## src/rtl/uno_pkg.sv

```systemverilog
// Types shared by the uno sequencer, offset generator and PE datapath.
package uno_pkg;

  localparam int unsigned MAX_TERMS_DEF = 16;

  typedef enum logic [1:0] {
    GEMM = 2'b00,
    DIV  = 2'b01,
    EXP  = 2'b10,
    LOG  = 2'b11
  } uno_mode_e;

  typedef enum logic [2:0] {
    S_IDLE   = 3'd0,
    S_OFFSET = 3'd1,
    S_ITER   = 3'd2,
    S_DRAIN  = 3'd3,
    S_RESP   = 3'd4
  } seq_state_e;

endpackage

```

## src/rtl/uno_term_cnt.sv

```systemverilog
// Loadable down-counter with a companion up-index; reused for iteration and drain phases.
module uno_term_cnt #(
  parameter int unsigned CNT_BW = 5
) (
  input  logic              clk,
  input  logic              rst_n,
  input  logic              clr_i,
  input  logic              load_i,
  input  logic [CNT_BW-1:0] load_val_i,
  input  logic              step_i,
  output logic [CNT_BW-1:0] idx_o,
  output logic              last_o
);

  logic [CNT_BW-1:0] rem_q;
  logic [CNT_BW-1:0] idx_q;

  always_ff @(posedge clk or negedge rst_n) begin
    if (!rst_n) begin
      rem_q <= '0;
      idx_q <= '0;
    end else if (clr_i) begin
      rem_q <= '0;
      idx_q <= '0;
    end else if (load_i) begin
      rem_q <= load_val_i;
      idx_q <= '0;
    end else if (step_i && (rem_q != '0)) begin
      rem_q <= rem_q - CNT_BW'(1);
      idx_q <= idx_q + CNT_BW'(1);
    end
  end

  assign idx_o  = idx_q;
  assign last_o = (rem_q == CNT_BW'(1));

endmodule

```

## src/rtl/uno_seq_ctrl.sv

```systemverilog
// Per-PE sequencer for one gemm/uno op: accept, offset init, iterate terms,
// drain the MAC pipeline, then return the captured accumulator.
module uno_seq_ctrl
  import uno_pkg::*;
#(
  parameter int unsigned MUL_BW    = 16,
  parameter int unsigned ACC_BW    = 32,
  parameter int unsigned MAX_TERMS = MAX_TERMS_DEF,
  parameter int unsigned TERM_BW   = 5,
  parameter int unsigned PIPE_LAT  = 2
) (
  input  logic               clk,
  input  logic               rst_n,
  input  logic               req_valid_i,
  output logic               req_ready_o,
  input  logic [1:0]         req_mode_i,
  input  logic [MUL_BW-1:0]  req_x_i,
  input  logic [TERM_BW-1:0] req_terms_i,
  input  logic               flush_i,
  output logic [1:0]         gemm_uno_o,
  output logic [MUL_BW-1:0]  x_o,
  output logic               acc_init_o,
  output logic               acc_en_o,
  output logic [TERM_BW-1:0] term_idx_o,
  input  logic [ACC_BW-1:0]  acc_i,
  output logic               busy_o,
  output logic               resp_valid_o,
  output logic [ACC_BW-1:0]  resp_data_o,
  input  logic               resp_ready_i
);

  seq_state_e         state_q, state_d;
  uno_mode_e          mode_q;
  logic [MUL_BW-1:0]  x_q;
  logic [TERM_BW-1:0] terms_q;
  logic [TERM_BW-1:0] terms_eff;
  logic [TERM_BW-1:0] term_idx_q, term_idx_d;
  logic               req_ready_q, acc_init_q, acc_en_q, busy_q, resp_valid_q;
  logic [ACC_BW-1:0]  resp_data_q;

  logic               accept, capture;
  logic               cnt_clr, cnt_load, cnt_step, cnt_last;
  logic [TERM_BW-1:0] cnt_load_val, cnt_idx;

  assign terms_eff = (32'(req_terms_i) > MAX_TERMS) ? TERM_BW'(MAX_TERMS) : req_terms_i;

  // Next state; flush from any busy state overrides every other transition.
  always_comb begin
    state_d = state_q;
    accept  = 1'b0;
    capture = 1'b0;
    case (state_q)
      S_IDLE: begin
        if (req_valid_i && req_ready_q) begin
          accept  = 1'b1;
          state_d = S_OFFSET;
        end
      end
      S_OFFSET: state_d = (terms_q != '0) ? S_ITER : S_DRAIN;
      S_ITER:   if (cnt_last) state_d = S_DRAIN;
      S_DRAIN: begin
        if (cnt_last) begin
          capture = 1'b1;
          state_d = S_RESP;
        end
      end
      S_RESP:   if (resp_ready_i) state_d = S_IDLE;
      default:  state_d = S_IDLE;
    endcase
    if (flush_i && (state_q != S_IDLE)) begin
      state_d = S_IDLE;
      capture = 1'b0;
    end
  end

  always_comb begin
    cnt_clr      = flush_i && (state_q != S_IDLE);
    cnt_load     = ((state_d == S_ITER)  && (state_q != S_ITER)) ||
                   ((state_d == S_DRAIN) && (state_q != S_DRAIN));
    cnt_load_val = (state_d == S_ITER) ? terms_q : TERM_BW'(PIPE_LAT);
    cnt_step     = (state_q == S_ITER) || (state_q == S_DRAIN);
    term_idx_d   = '0;
    if (state_d == S_ITER) begin
      term_idx_d = (state_q == S_ITER) ? (cnt_idx + TERM_BW'(1)) : '0;
    end
  end

  uno_term_cnt #(
    .CNT_BW (TERM_BW)
  ) u_term_cnt (
    .clk        (clk),
    .rst_n      (rst_n),
    .clr_i      (cnt_clr),
    .load_i     (cnt_load),
    .load_val_i (cnt_load_val),
    .step_i     (cnt_step),
    .idx_o      (cnt_idx),
    .last_o     (cnt_last)
  );

  // Outputs are registered from the next state so they line up with it.
  always_ff @(posedge clk or negedge rst_n) begin
    if (!rst_n) begin
      state_q      <= S_IDLE;
      mode_q       <= GEMM;
      x_q          <= '0;
      terms_q      <= '0;
      term_idx_q   <= '0;
      req_ready_q  <= 1'b0;
      acc_init_q   <= 1'b0;
      acc_en_q     <= 1'b0;
      busy_q       <= 1'b0;
      resp_valid_q <= 1'b0;
      resp_data_q  <= '0;
    end else begin
      state_q      <= state_d;
      term_idx_q   <= term_idx_d;
      req_ready_q  <= (state_d == S_IDLE);
      acc_init_q   <= (state_d == S_OFFSET);
      acc_en_q     <= (state_d == S_ITER);
      busy_q       <= (state_d != S_IDLE);
      resp_valid_q <= (state_d == S_RESP);
      if (accept) begin
        mode_q  <= uno_mode_e'(req_mode_i);
        x_q     <= req_x_i;
        terms_q <= terms_eff;
      end
      if (capture) begin
        resp_data_q <= acc_i;
      end
    end
  end

  assign req_ready_o  = req_ready_q;
  assign gemm_uno_o   = mode_q;
  assign x_o          = x_q;
  assign acc_init_o   = acc_init_q;
  assign acc_en_o     = acc_en_q;
  assign term_idx_o   = term_idx_q;
  assign busy_o       = busy_q;
  assign resp_valid_o = resp_valid_q;
  assign resp_data_o  = resp_data_q;

endmodule
```

## config.mk

```make
export PLATFORM = sky130hd
export DESIGN_NAME = uno_seq_ctrl
export DESIGN_NICKNAME = d
export VERILOG_FILES = /design/src/rtl/uno_pkg.sv /design/src/rtl/uno_term_cnt.sv /design/src/rtl/uno_seq_ctrl.sv
export SDC_FILE = /design/constraint.sdc
export NUM_CORES = 1
export LEC_CHECK = 0
export CAP_MARGIN = 20
export CORE_ASPECT_RATIO = 0.5
export CORE_MARGIN = 8
export CORE_UTILIZATION = 28
export CTS_CLUSTER_SIZE = 20
export DETAILED_ROUTE_END_ITERATION = 16
export SETUP_SLACK_MARGIN = 0.4
export SLEW_MARGIN = 20
export SYNTH_ARGS = -nofsm -noshare
export SYNTH_HDL_FRONTEND = slang
export SYNTH_SLANG_ARGS = --single-unit
```

## constraint.sdc

```tcl
create_clock -name clk -period 4.5 [get_ports clk]
set_clock_uncertainty 0.2 [all_clocks]
set_input_delay 0.9 -clock clk [delete_from_list [all_inputs] [get_ports clk]]
set_output_delay 0.9 -clock clk [all_outputs]
set_load 0.02 [all_outputs]
```

Word-level counts from Yosys, hierarchy flattened
Index checks and enable logic that the tools add are counted.

storage, ports and cells
  memories = 0
  ROM bits = 0
  output and inout bits = 60
  flip-flop bits (word level) = 78
  latch bits = 0
  bits in writable memories = 0
  logic and storage cells = 63
  input bits = 60

operators by class
  $add $sub $neg = 2
  equal/unequal tests = 11
  shifts and indexed selects = 0
  $lt $le $gt $ge = 1
  bitwise gates (word level) = 0
  reduce and logical (&&, ||, !) cells = 14
  muxes and demuxes = 22
  divide/modulo/power cells = 0
  $mul = 0

operators with widths
  operator               count
  $mux W5                10
  $mux W3                5
  $pmux W3 S5            1
  $eq A3 B2 Y1 const B   4
  $reduce_bool A5 Y1     2
  $reduce_bool A3 Y1     3
  $eq A3 B1 Y1 const B   2
  $eq A3 B3 Y1 const B   2
  $logic_not A3 Y1       2
  $mux W1                6
  $ne A3 B2 Y1 const B   2
  $add A5 B1 Y5 const B  1
  $eq A5 B1 Y1 const B   1
  $gt A5 B5 Y1 const B   1
  $logic_and A1 B1 Y1    5
  $sub A5 B1 Y5 const B  1
  $logic_or A1 B1 Y1     2

Logic depth before layout (Yosys ltp)
  depth in word-level cells = 9
  gate-level depth with buffers = 8

By module
From an unflattened synthesis, not the netlist that was laid out.

unflattened totals
  cells, all modules = 247
  area total of the unflattened synthesis = 3348.2 µm²

modules (own cells, without submodules)
  module        area an instance (µm²)  cells an instance  seq. area each (µm²)  times used
  uno_seq_ctrl  2726.4                  182                1701.6                1
  uno_term_cnt  621.8                   65                 250.2                 1

Worst setup path after synthesis
No wires, ideal clock.

  path kind = in2reg
  start point = in flush_i
  end point = reg resp_data_q[10] (netlist: resp_data_o[10])
  setup slack = 2.316 ns
  stages on the path = 5
  path buffers = 1
  arrival = 1.859 ns
  path through = inv_1 > nor2_1 > nor2_4 > buf_12 > mux2_4

on the way
  cells in the longest elaborated chain, start to end = 2

RTL lines
  item                  line                 source
  from (decl)           uno_seq_ctrl.sv:19   input logic flush_i,
  $logic_and A1 B1 Y1   uno_seq_ctrl.sv:70   if (flush_i && (state_q != S_IDLE)) begin
  $mux W1               uno_seq_ctrl.sv:70
  to (signal assigned)  uno_seq_ctrl.sv:129  resp_data_q <= acc_i;
  to (decl)             uno_seq_ctrl.sv:39   logic [ACC_BW-1:0] resp_data_q;

No other way between the ends.
A chain may end at the register's enable or synchronous reset.

Final worst setup path
  start point = in flush_i
  end point = reg resp_data_q[14] (netlist: resp_data_o[14])

The elaborated chain is that of the path after synthesis.

==> results.ini <==
[timing]
fmax_mhz=362
period_share_pct=61.5
tightest_slew_ns=0.740
slew_headroom_pct=50.1
rsz0062_at_grt=false
hold_slack_ns=0.271
fin_crit_ns=2.77
finalHoldViolations=0
maxSlewViolCount=0
finalSetupTns_ns=0
setup_viol=0

[global_route]
use_met3_pct=3.35
grt_usage_pct=10.9
grt_pass1_wl_um=14300
antenna_found_initial=0
use_met2_pct=18.5
grt_pass1_vias=2654
grt_overflow=0
busiest_layer=met2
grt_util_met1_pct=13.2
grt_max_degree=79

[finish]
final_common_cell=clkdlybuf4s50_1
final_cell_mix=clkdlybuf4s50_1, dfrtp_1, nand2_1, mux2_4, nor2_1
drive_above_1_share_pct=14.8
nNetsFinal=479
n_antenna_cell=0
multi_input_area_um2=1400
syn_to_final_growth_pct=47.2
fillers=1182
regArea_um2=1950

[power_and_ir_drop]
p_leak_nw=2.28
p_per_area_nw_per_um2=688
vdd.ir_drop.worst_uv=253

[synthesis]
async_reset_ff_share_pct=100
ys_warn_count=0
avgSynthCellArea_um2=11.8
synthFlopType=dfrtp_1
yosysSeqAreaShare_pct=56.1
synth_edf_count=0
ys_types=43
syn_area_um2=3480
synthCells=295
synth_fp_nets=359
ys_seq_elements=78

[worst_setup_path]
timing.rr.end=resp_data_o[1]
reg2reg_from=u_term_cnt.rem_q[1]
r2r_cells=7
crit_type=in -> reg
r2r_slack_ns=2.02
cp.required_ns=4.51
crit_path_max_fanout=32
start_kind=input pin
end_kind=flip-flop
arrival_ns=2.78
startpoint=flush_i
crit_end=resp_data_o[14]

[placed_design]
gp_congestion=0.806
hpwl_um=6550
io_buffers=119

[clocking]
cts_setup_buffers=0
cts_buffer_depth=2
clk_latency_ns=0.33
clock_sinks=78
cts_made_buffers=9
path_clk_slew_ns=0.06
cts_hold_buffers=0
cts_resized=0
cts_tree=yes
htreeDepth=3
ctsRootBufferMaster=clkbuf_16

[floorplanning]
start_util_pct=29.0
num_io_pins=120
rows=28
die_h_um=94.8
dieArea_um2=16500
coreArea_um2=12000
dieWidth_um=174

[detailed_routing]
drtAntennaViolNets=0
dr.pass1.iters=4
vias_per_cell=4.32
drc_errors=0
num_vias=2527
routedWlPerCell_um=15.4
wl_um=9020
drtIter0Drc=77

[run]
max_cap_violations=0

[min_path]
min_path_type=reg -> reg

[run_status]
outcome=finished, final reports clean

==> layer usage <==
layer	vias up	routed length, um	part of all wire [%]
met5	-	0	0
met4	0	129	1.4
met3	12	384	4.3
met2	49	4640	51
met1	1245	3860	43
li1	1221	-	-
==> through the flow <==
stage,std cells,power [mW],utilization (%),area [um^2],setup slack [ns]
finish,585,3.52,42.7,5120,1.73
global route,585,3.74,42.7,5120,1.59
CTS,585,3.57,42.7,5120,1.72
detailed placement,569,2.75,39.9,4780,1.38
global placement,569,2.73,39.9,4780,1.47
floorplan,295,2.04,-,3480,2.32
==> state kept, by name (all words and copies together), names as in the netlist <==
signal            cells
u_term_cnt.idx_o      5
req_ready_o           1
x_o                  16
acc_init_o            1
gemm_uno_o            2
terms_q               5
resp_data_o          32
resp_valid_o          1
term_idx_o            5
acc_en_o              1
u_term_cnt.rem_q      5
busy_o                1
state_q               3
==> power by group <==
part | internal, mW | leakage (nW) | switching, mW | total [mW]
combinational | 0.789 | 1.12 | 0.745 | 1.53
sequential | 0.990 | 1.00 | 0.195 | 1.18
clock | 0.505 | 0.163 | 0.299 | 0.803
total | 2.28 | 2.28 | 1.24 | 3.52
==> cell usage after synthesis (2+ instances only) <==
| master | count | share of area, % |
|---|---|---|
| mux2_2 | 2 | 0.65 |
| dfrtp_1 | 78 | 56 |
| inv_1 | 7 | 0.76 |
| nand4_1 | 2 | 0.36 |
| ha_1 | 4 | 1.4 |
| nor3_1 | 5 | 0.72 |
| a21oi_1 | 6 | 0.86 |
| and3_1 | 2 | 0.36 |
| nand3_1 | 5 | 0.72 |
| xor2_1 | 5 | 1.3 |
| buf_2 | 3 | 0.43 |
| clkbuf_1 | 5 | 0.54 |
| o21ai_0 | 10 | 1.4 |
| nor2_1 | 18 | 1.9 |
| buf_12 | 3 | 1.7 |
| xnor2_1 | 5 | 1.3 |
| nand2b_1 | 9 | 1.6 |
| nor2b_1 | 3 | 0.54 |
| a211oi_1 | 2 | 0.43 |
| nand2_1 | 69 | 7.4 |
| mux2_4 | 30 | 13 |
==> cells by family (layout without fill, tap and decap cells) <==
kind of cell	count (synthesis)	in the layout	synth area share (%)
compound gates	27	27	4.93
xor+xnor	10	10	2.52
fa+ha+maj	4	4	1.44
buf+inv	19	144	3.78
flops	78	78	56.1
mux	33	33	13.9
simple gates	124	124	17.3
==> area by class of cell <==
cell class,count,share of cell area [%]
sequential,78,38.1
multi-input combinational,198,27.2
inverter,7,0.513
clock inverter,6,1.86
timing repair buffer,121,23.6
tap,165,4.03
clock buffer,10,4.67
==> worst min-delay path by stage <==
stage                       start       endpoint  slack (ns)  depth (start not counted)
global placement    gemm_uno_o[1]  gemm_uno_o[1]        0.26                          2
floorplan              terms_q[4]     terms_q[4]        0.27                          2
finish                     x_o[3]         x_o[3]        0.27                          2
CTS                        x_o[3]         x_o[3]        0.28                          2
detailed placement         x_o[3]         x_o[3]        0.26                          2
global route               x_o[8]         x_o[8]        0.30                          2
==> worst max-delay path, stage by stage <==
cell and delay [ns]:
clkdlybuf4s50_1 0.60, inv_1 0.11, nor2_1 0.44, nor2_4 0.03, buf_4 0.32, mux2_4 0.37
No activity file was read; power rests on OpenSTA's default activity.
